===== src/rtl/mul_booth_pkg.sv =====
// Shared types and helpers for the sequential radix-2 Booth multiplier.
package mul_booth_pkg;

    typedef enum logic [1:0] {
        IDLE,
        CALC,
        DONE
    } state_e;

    typedef enum logic [1:0] {
        OP_NOP,
        OP_ADD,
        OP_SUB
    } op_e;

    // Step counter must hold the value BIT_LEN itself.
    function automatic int cnt_w(input int bit_len);
        return $clog2(bit_len + 1);
    endfunction

endpackage


===== src/rtl/mul_booth_datapath.sv =====
// Booth datapath: operand/accumulator registers, add/sub and arithmetic shift.
module mul_booth_datapath
    import mul_booth_pkg::*;
#(
    parameter int BIT_LEN = 4
) (
    input  logic                   clk,
    input  logic                   rstn,
    input  logic                   load_i,
    input  logic                   step_i,
    input  op_e                    op_i,
    input  logic [BIT_LEN-1:0]     in1_i,
    input  logic [BIT_LEN-1:0]     in2_i,
    output logic [1:0]             booth_o,
    output logic                   cnt_last_o,
    output logic [2*BIT_LEN-1:0]   prod_o
);

    localparam int CW = cnt_w(BIT_LEN);

    // One guard bit on M and A so (-2^(n-1))^2 cannot overflow the accumulator.
    logic [BIT_LEN:0]   m_q;
    logic [BIT_LEN:0]   a_q;
    logic [BIT_LEN:0]   a_sum;
    logic [BIT_LEN-1:0] q_q;
    logic               q1_q;
    logic [CW-1:0]      cnt_q;

    always_comb begin
        a_sum = a_q;
        case (op_i)
            OP_ADD:  a_sum = a_q + m_q;
            OP_SUB:  a_sum = a_q - m_q;
            default: a_sum = a_q;
        endcase
    end

    always_ff @(posedge clk or negedge rstn) begin
        if (!rstn) begin
            m_q   <= '0;
            a_q   <= '0;
            q_q   <= '0;
            q1_q  <= 1'b0;
            cnt_q <= '0;
        end else if (load_i) begin
            m_q   <= {in1_i[BIT_LEN-1], in1_i};
            a_q   <= '0;
            q_q   <= in2_i;
            q1_q  <= 1'b0;
            cnt_q <= CW'(BIT_LEN);
        end else if (step_i) begin
            a_q   <= {a_sum[BIT_LEN], a_sum[BIT_LEN:1]};
            q_q   <= {a_sum[0], q_q[BIT_LEN-1:1]};
            q1_q  <= q_q[0];
            cnt_q <= cnt_q - CW'(1);
        end
    end

    assign booth_o    = {q_q[0], q1_q};
    assign cnt_last_o = (cnt_q == CW'(1));
    assign prod_o     = {a_q[BIT_LEN-1:0], q_q};

endmodule


===== src/rtl/mul_booth.sv =====
// Sequential radix-2 Booth multiplier: start/ready handshake, one step per clock.
module mul_booth
    import mul_booth_pkg::*;
#(
    parameter int BIT_LEN = 4
) (
    input  logic                 clk,
    input  logic                 rstn,
    input  logic                 start,
    input  logic [BIT_LEN-1:0]   in1,
    input  logic [BIT_LEN-1:0]   in2,
    output logic [2*BIT_LEN-1:0] out,
    output logic                 out_r
);

    state_e     state_q, state_d;
    logic       out_r_q;
    logic       load;
    logic       step;
    op_e        op;
    logic [1:0] booth;
    logic       cnt_last;

    always_ff @(posedge clk or negedge rstn) begin
        if (!rstn) begin
            state_q <= IDLE;
            out_r_q <= 1'b0;
        end else begin
            state_q <= state_d;
            out_r_q <= (state_d == DONE);
        end
    end

    always_comb begin
        state_d = state_q;
        load    = 1'b0;
        step    = 1'b0;
        op      = OP_NOP;
        case (state_q)
            IDLE, DONE: begin
                if (start) begin
                    load    = 1'b1;
                    state_d = CALC;
                end
            end
            CALC: begin
                step = 1'b1;
                case (booth)
                    2'b01:   op = OP_ADD;
                    2'b10:   op = OP_SUB;
                    default: op = OP_NOP;
                endcase
                if (cnt_last) state_d = DONE;
            end
            default: state_d = IDLE;
        endcase
    end

    mul_booth_datapath #(
        .BIT_LEN(BIT_LEN)
    ) u_dp (
        .clk       (clk),
        .rstn      (rstn),
        .load_i    (load),
        .step_i    (step),
        .op_i      (op),
        .in1_i     (in1),
        .in2_i     (in2),
        .booth_o   (booth),
        .cnt_last_o(cnt_last),
        .prod_o    (out)
    );

    assign out_r = out_r_q;

endmodule


===== config.mk =====
export PLATFORM = sky130hd
export DESIGN_NAME = mul_booth
export DESIGN_NICKNAME = d
export VERILOG_FILES = /design/src/rtl/mul_booth_pkg.sv /design/src/rtl/mul_booth_datapath.sv /design/src/rtl/mul_booth.sv
export SDC_FILE = /design/constraint.sdc
export NUM_CORES = 1
export LEC_CHECK = 0
export CORE_UTILIZATION = 35
export CTS_CLUSTER_DIAMETER = 200
export DETAILED_ROUTE_END_ITERATION = 8
export PLACE_DENSITY_LB_ADDON = 0.2
export SYNTH_ARGS = -nofsm -noshare
export SYNTH_HDL_FRONTEND = slang
export SYNTH_SLANG_ARGS = --single-unit

===== constraint.sdc =====
create_clock -name clk -period 3.2 [get_ports clk]
set_clock_uncertainty 0.05 [all_clocks]
set_input_delay 0.64 -clock clk [delete_from_list [all_inputs] [get_ports clk]]
set_output_delay 0.64 -clock clk [all_outputs]
set_load 0.01 [all_outputs]

Word-level counts from Yosys, hierarchy flattened. Cells that the tools add are included.

Register bits after elaboration: 20. Bits of input ports: 11. Word-level logic and storage cells: 38. Output and inout bits: 9.

Muxes and demuxes: 17. Add/sub/neg operators: 3. Reductions and logical operators: 3. Equality and inequality tests: 8.

Operator list (count): $mux W5 (2); $pmux W5 S2 (1); $eq A2 B2 Y1 const B (4); $mux W4 (2); $pmux W2 S2 (2); $eq A2 B1 Y1 const B (3); $mux W2 (3); $mux W3 (2); $add A5 B5 Y5 (1); $mux W1 (5); $sub A5 B5 Y5 (1); $eq A3 B1 Y1 const B (1); $sub A3 B1 Y3 const B (1); $logic_not A2 Y1 (1); $reduce_bool A2 Y1 (1); $reduce_or A2 Y1 (1).

Longest topological paths before layout.
Word-level depth: 7. Gate-level depth with buffers: 11. Mapped depth without buffers: 10.

Modules after synthesis. A second synthesis with hierarchy kept.

Cell total of the unflattened synthesis: 127. Area, all modules: 1198.6 um^2.

Modules (own cells, without submodules): mul_booth_datapath (times used 1, cells an instance 115, sequential area each 400.4 um^2, area each 1056.0 um^2); mul_booth (times used 1, cells an instance 12, sequential area each 75.1 um^2, area each 142.6 um^2).

Worst setup path after synthesis. No wires, ideal clock.

Kind: register to register. From: reg state_q[1]. To: reg u_dp.a_q[3]. Slack: 0.761 ns. Period minus slack after synthesis: 2.439 ns. Arrival time: 2.267 ns. Setup time: 0.122 ns. Cell stages (with the launch flop): 12. Required time: 3.028 ns. Path buffers: 1. Cells stage by stage: dfrtp_1 -> nand2b_1 -> clkbuf_1 -> nor3b_1 -> ha_1 -> mux2_2 -> fa_1 -> inv_1 -> a21o_1 -> a21oi_1 -> xnor2_1 -> o21ai_1.

Cells in the longest elaborated chain, start to end: 6. Elaborated cells between the ends (all ways): 13. Those cells by class: eq/ne (4); mux (6); reduce/logical (3).

RTL lines: start, declared (line mul_booth.sv:16) `state_e state_q, state_d;`; start signal, assigned (line mul_booth.sv:29) `state_q <= state_d;`; $eq A2 B1 Y1 (line mul_booth.sv:39) `case (state_q)`; $mux W2 (line mul_booth.sv:39); $eq A2 B2 Y1 / $eq A2 B1 Y1 (equally long branches) (line mul_booth_datapath.sv:31) `case (op_i)`; $pmux W5 S2 (line mul_booth_datapath.sv:31); $mux W5 (line mul_booth_datapath.sv:51) `end else if (step_i) begin`; $mux W5 (line mul_booth_datapath.sv:45) `end else if (load_i) begin`; end signal, assigned (line mul_booth_datapath.sv:52) `a_q <= {a_sum[BIT_LEN], a_sum[BIT_LEN:1]};`; end, declared (line mul_booth_datapath.sv:23) `logic [BIT_LEN:0] a_q;`.

Several ways; a longest one is shown, not always the timed one. The select of a mux whose other input is x is not followed. A chain may end at the register's enable or synchronous reset.

Final worst setup path. Ends and elaborated chain as after synthesis.

==> impl_metrics.py <==
metrics = {
    "setup_path": {
        "arrival_ns": 2.79,
        "r2r-start": "state_q[1]$_DFF_PN0_",
        "crit_type": "flip-flop to flip-flop",
        "crit_fanout": 10,
        "cp-end-kind": "flip-flop",
        "r2r_setup_slack_ns": 0.56,
        "reg2reg_to": "u_dp.a_q[3]$_DFFE_PN0P_",
        "worstSetupStartpointType": "flip-flop",
        "worstRegToRegCells": 10,
        "worstPathRequired_ns": 3.35,
    },
    "placed_design": {
        "post_dp_cell_area_um2": 1300,
        "port-buffer-count": 19,
        "pre_cts_slack_ns": 0.575,
        "gp_congestion": 0.822,
        "dpl.hpwl_mm": 1.62,
    },
    "sta": {
        "hold-worst-slack_ns": 0.454,
        "tns_ns": 0,
        "hold_violations": 0,
        "rsz0062_at_grt": "false",
        "drv_slew": 0,
        "setup_violations": 0,
        "fmax_ghz": 0.379,
        "fin_crit_ns": 2.64,
        "tightestPinTransition_ns": 0.860,
        "slew_headroom_pct": 42.5,
        "setup_ws_ns": 0.561,
        "fin_crit_sh_pct": 82.5,
    },
    "detailed_routing": {
        "routedWlPerCell_um": 12.6,
        "dr.pass1.iters": 6,
        "dr_total_vias": 856,
        "drtIter0Drc": 14,
        "vias_per_cell": 5.01,
        "drt_wl_total_mm": 2.15,
        "drc": 1,
        "ant_nets": 0,
    },
    "synthesis": {
        "synth_enable_flop_cells": 0,
        "synth.area.top_cells": "dfrtp_1 44%, ha_1 9.3%, nand2_1 6.6%, o21ai_0 4.2%, a21oi_1 3.7%",
        "ys_warn_count": 0,
        "syn_inst": 120,
        "synthesis.nets": 140,
        "ys_types": 29,
        "synthArstFlopShare_pct": 100,
        "synth.avg_cell_area_um2": 8.99,
        "ys_seq_elements": 19,
        "yosys.area.top_type": "dfrtp_1",
        "ys_top_cells_by_count": "19 x dfrtp_1, 19 x nand2_1, 9 x inv_1, 9 x nor2_1, 9 x o21ai_0",
        "mappedNetlistArea_um2": 1080,
        "synth_ff_type": "dfrtp_1",
        "yosysSeqAreaShare_pct": 44.1,
        "synth_top_cell_area_share_pct": 44.1,
    },
    "cells_and_area": {
        "nNetsFinal": 161,
        "final.fill_count": 284,
        "post-route-cell-area_um2": 1330,
        "fin_util_pct": 47.0,
        "antenna_cells": 0,
        "drive_gt1_share_pct": 5.71,
        "synthToLayoutAreaGrowth_pct": 23.2,
    },
    "floorplanning": {
        "io_pins": 20,
        "dieArea_um2": 3310,
        "die_h_um": 57.5,
        "row_count": 19,
        "core_um2": 2830,
        "dieWidth_um": 57.5,
        "start_util_pct": 38.1,
    },
    "global_routing": {
        "top_usage_layer": "met2",
        "use_met1_pct": 19.8,
        "grt_use_met3_pct": 2.72,
        "grt_pass1_vias": 844,
        "grt_usage_pct": 15.0,
        "grt_pass1_wl_mm": 3.71,
        "grt_use_met2_pct": 23.6,
        "grt_max_degree": 20,
        "grt-ovfl-total": 0,
        "antenna_found_initial": 0,
    },
    "flow_run": {
        "drv_cap": 0,
    },
    "cts": {
        "cts.htree.levels": 1,
        "insertion_delay_ns": 0.31,
        "clk_path_buf_depth": 2,
        "cts.sinks": 19,
        "hold_buffers": 0,
        "cts-root-buf": "clkbuf_4",
        "cts_resized": 0,
        "cts_tree": "built",
        "cts_buffers": 3,
        "cts_setup_buffers": 0,
        "path_clk_slew_ns": 0.12,
    },
    "hold_path": {
        "hold_start": "u_dp.cnt_q[1]$_DFFE_PN0P_",
        "hold_path_class": "flip-flop to flip-flop",
        "min_to": "u_dp.cnt_q[1]$_DFFE_PN0P_",
        "whs_path_depth": 2,
    },
    "status": {
        "status": "finished, violations left",
        "failed_checks": "design-rule violations",
    },
    "power_and_ir_drop": {
        "power_density_nw_per_um2": 1140,
        "p_leak_nw": 0.623,
        "peakVddDrop_v": 0.000487,
    },
}
-- logic make-up (layout without fill, tap and decap cells) --
group / count (synthesis) / after routing / share of synthesized area, %
DFF: 19 / 19 / 44.1
AOI/OAI and AO/OA: 28 / 28 / 15.1
and+or+nand+nor: 43 / 43 / 18.7
xor gates and xnor gates: 6 / 6 / 4.87
muxes: 1 / 1 / 1.04
adders and majority gates: 9 / 9 / 11.1
buffers and inverters: 14 / 34 / 5.10
-- worst max-delay path by stage --
stage / startpoint / end / slack (ns)
after global placement: state_q[1]$_DFF_PN0_ / u_dp.a_q[2]$_DFFE_PN0P_ / 0.63
after detailed placement: state_q[1]$_DFF_PN0_ / u_dp.a_q[1]$_DFFE_PN0P_ / 0.57
final: state_q[1]$_DFF_PN0_ / u_dp.a_q[3]$_DFFE_PN0P_ / 0.56
after CTS: state_q[1]$_DFF_PN0_ / u_dp.a_q[1]$_DFFE_PN0P_ / 0.53
after floorplan: state_q[1]$_DFF_PN0_ / u_dp.a_q[3]$_DFFE_PN0P_ / 0.76
after global routing: state_q[1]$_DFF_PN0_ / u_dp.a_q[3]$_DFFE_PN0P_ / 0.33
-- report_power, final --
| group | internal, mW | total (mW) | switching [mW] | leakage, nW |
|---|---|---|---|---|
| clock network | 0.0467 | 0.129 | 0.0827 | 0.0177 |
| registers | 0.350 | 0.448 | 0.0978 | 0.236 |
| logic | 0.463 | 0.935 | 0.472 | 0.369 |
-- final cells by class --
class                      count  area (um^2)  area share (%)
multi-input combinational     87          548            41.2
sequential                    19          475            35.8
timing repair buffer          21          205            15.4
tap                           31         38.8            2.92
inverter                       9         33.8            2.54
clock buffer                   3         22.5            1.69
clock inverter                 1         5.00           0.377
-- sequential cells by signal, summed over array words and instances, names as in the netlist --
| name | count |
|---|---|
| out_r | 1 |
| state_q | 2 |
| u_dp.a_q | 4 |
| u_dp.cnt_q | 3 |
| u_dp.m_q | 4 |
| u_dp.q1_q | 1 |
| u_dp.q_q | 4 |
-- worst max-delay path, stage by stage, from the launching register on --
cell and delay [ns]:
dfrtp_1 0.40, nand2b_1 0.28, nor3b_1 0.26, ha_1 0.28, mux2_2 0.38, fa_1 0.43, inv_1 0.07, a21o_1 0.10
a21oi_1 0.07, xnor2_1 0.14, o21ai_1 0.07
-- routing by layer --
layer / share of wire [%] / wire [um]
met5: 0 / 0
met4: 2.5 / 53
met3: 2.6 / 56
met2: 44 / 948
met1: 51 / 1090
-- layout by cell type, fill, tap and decap left out --
master	Yosys	routed
a21o_1	4	4
a21oi_1	8	8
a22o_1	1	1
a22oi_1	1	1
a31oi_1	2	2
a32oi_1	1	1
and2_1	1	1
and2b_1	1	1
and3_1	1	1
buf_4	0	2
clkbuf_4	0	3
clkdlybuf4s50_1	0	19
clkinv_2	0	1
dfrtp_1	19	19
fa_1	1	1
ha_1	8	8
inv_1	9	9
mux2_2	1	1
nand2_1	19	19
nand2b_1	4	4
nand3_1	1	1
nand3b_1	1	1
nor2_1	9	9
nor2_2	1	1
nor2b_1	2	2
nor3_1	1	1
nor3b_1	2	2
o21ai_0	9	9
o21ai_1	2	2
xnor2_1	4	4
xor2_1	2	2
-- through the flow --
stage | cells | power, mW
after floorplan | 120 | 1.13
after global placement | 167 | 1.38
after detailed placement | 167 | 1.39
after CTS | 171 | 1.53
after global routing | 171 | 1.68
final | 171 | 1.51
Power figures use the tool's default switching activity.
==> edit, RTL diff (config.mk and constraints unchanged) <==
Reset style: synchronous (`rstn`), changed in 2 clocked blocks.
--- a/src/rtl/mul_booth_datapath.sv
+++ b/src/rtl/mul_booth_datapath.sv
@@ -35,7 +35,7 @@
         endcase
     end
 
-    always_ff @(posedge clk or negedge rstn) begin
+    always_ff @(posedge clk) begin
         if (!rstn) begin
             m_q   <= '0;
             a_q   <= '0;
--- a/src/rtl/mul_booth.sv
+++ b/src/rtl/mul_booth.sv
@@ -21,7 +21,7 @@
     logic [1:0] booth;
     logic       cnt_last;
 
-    always_ff @(posedge clk or negedge rstn) begin
+    always_ff @(posedge clk) begin
         if (!rstn) begin
             state_q <= IDLE;
             out_r_q <= 1'b0;
Check against the original RTL: differs if rstn is asserted again (counterexample within 4 cycles, from zero or initial values and one cycle with rstn low); with rstn held inactive, the same outputs for 10 cycles.
==> edit against the unedited design <==
Sequential cell count unchanged. Synthesized area decreased by 1.7%. Sequential share of layout area decreased by 6.4 points. Hold slack got worse by 0.017 ns. Design area decreased by 2.5%. Worst setup slack got worse by 0.17 ns. Routed wire length increased by 0.93%. Cell count increased by 3.5%. Die area decreased by 1.7%. Maximum frequency decreased by 5.9%.
Power is not compared: it rests on default switching activity, and its combinational part moved more than twofold at a synthesized area within 25%.
==> edit: results <==
group,metric,value,unit
worst_setup_path,regToRegSetupSlack,0.40,ns
sta,worstMarginPinSlew,0.622,ns
clock_tree,cts_setup_buffers,0,
global_routing,antenna_found_initial,0,
synthesis,synth-seq-area-share,0.359,
worst_setup_path,worstPathArrival,2.95,ns
layout,antennaDiodeCount,0,
synthesis,yosysWarnings,0,
detailed_routing,dr_total_vias,894,
global_routing,grt_start_max_net_pins,15,
power_and_ir_drop,p_sw,0.000154,W
synthesis,synthCells,128,
worst_setup_path,cp_top_family,"adder cells",
detailed_routing,wl_per_cell,12.3,µm
hold_path,hold_class,"flop to flop",
clock_tree,root_buffer,"clkbuf_4",
worst_setup_path,worst_path_largest_cell_delay,0.42,ns
power_and_ir_drop,ir_worst_vdd,0.208,mV
clock_tree,ctsHtreeMaxLevel,1,
layout,largest_registers,"u_dp.a_q: 4 flops, u_dp.m_q: 4 flops, u_dp.q_q: 4 flops",
clock_tree,cts_buffers,3,
synthesis,ys_types,30,
detailed_routing,drt_iter0_markers,50,
placement,portBuffers,19,
synthesis,synthArstFlopShare,0,
detailed_routing,vias_per_cell,5.05,
synthesis,synth_area_leaders,"dfxtp_1 36%, ha_1 9.4%, nand2_1 7.8%",
worst_setup_path,crit_fanout,8,
clock_tree,cts-resized-gates,0,
layout,drive_gt1_frac,0.0548,
run_status,status,"complete, no violations",
global_routing,grt_first_pass_wirelength,3680,µm
global_routing,first_global_vias,872,
layout,nFillCells,285,
synthesis,yosysTopAreaCell,"dfxtp_1",
layout,nets,167,
clock_tree,clk_latency,0.30,ns
synthesis,synth.top_cells.by_count,"22 x nand2_1, 19 x dfxtp_1, 10 x nor2_1",
power_and_ir_drop,power.leakage,0.467,nW
synthesis,syn_nets,148,
global_routing,grtUsageTotal,0.145,
placement,dp.final_hpwl,1670,µm
worst_setup_path,slowest_stage,"fa_1",
detailed_routing,drtPass1Iterations,4,
placement,routabilityCongestion,0.801,
clock_tree,clock_path_buffers,2,
clock_tree,clkTransAtPathRegs,0.12,ns
==> edit: cell types whose count changed after synthesis, moves of 2 or more <==
cell,change
a21oi_1,-4
a21boi_0,+8
a211oi_1,+3
dfrtp_1,-19
nor2b_1,+3
nand2_1,+3
o21ai_1,-2
o21a_1,+2
a22oi_1,+3
dfxtp_1,+19
o21ai_0,-6
a21o_1,-4
==> edit: area by class of cell <==
type                    instances  area [µm²]  share of cell area
clock buffers                   3        22.5              0.0174
clock inverters                 1        5.00             0.00386
inverters                       8        30.0              0.0232
multi-input cells              96         628               0.485
flip-flops and latches         19         380               0.294
well taps                      31        38.8              0.0300
repair buffers                 19         190               0.147
==> edit: kinds of logic (layout without fill, tap and decap cells) <==
| kind of cell | after synthesis | after routing | share of synthesized area |
|---|---|---|---|
| simple gates | 50 | 50 | 0.222 |
| compound gates | 30 | 30 | 0.197 |
| flops | 19 | 19 | 0.359 |
| buf+inv | 13 | 31 | 0.0484 |
| fa+ha+maj | 9 | 9 | 0.113 |
| xor+xnor | 6 | 6 | 0.0496 |
| mux | 1 | 1 | 0.0106 |
==> edit: worst min-delay path: cells and delay by family, from the launching register on <==
| family | cells | cell delay (ns) |
|---|---|---|
| DFF | 1 | 0.34 |
| and+or+nand+nor | 1 | 0.06 |
| AOI/OAI and AO/OA | 1 | 0.05 |
==> edit: final timing paths <==
check	from	to	cells past startpoint
setup / recovery	state_q[0]	u_dp.a_q[3]	10
hold reg to reg	u_dp.q1_q	u_dp.q1_q	2
setup reg to reg	state_q[0]	u_dp.a_q[3]	10
hold / removal	u_dp.q1_q	u_dp.q1_q	2
==> edit: power by group through the flow <==
stage	Combinational, W	Sequential, W	Clock (W)
CTS	0.000136	0.000261	0.000130
global route	0.000153	0.000263	0.000139
floorplan	0.0000940	0.000266	0
finish	0.000134	0.000261	0.000123
detailed placement	0.000135	0.000267	0
global placement	0.000132	0.000266	0
==> edit: metal layers <==
metal | up-vias | GRT usage | part of all wire | routed length (µm)
met5 | - | 0 | 0 | 0
met4 | 0 | 0.0732 | 0.0074 | 16
met3 | 2 | 0.0227 | 0.033 | 71
met2 | 14 | 0.250 | 0.49 | 1070
met1 | 413 | 0.175 | 0.47 | 1020
li1 | 465 | - | - | -
==> edit: through the flow <==
stage	hold slack (ns)	worst slack, ns	area, µm²
floorplan	0.400	0.580	1060
global placement	0.418	0.531	1270
detailed placement	0.419	0.439	1270
CTS	0.435	0.408	1290
global route	0.477	0.195	1290
finish	0.437	0.396	1290
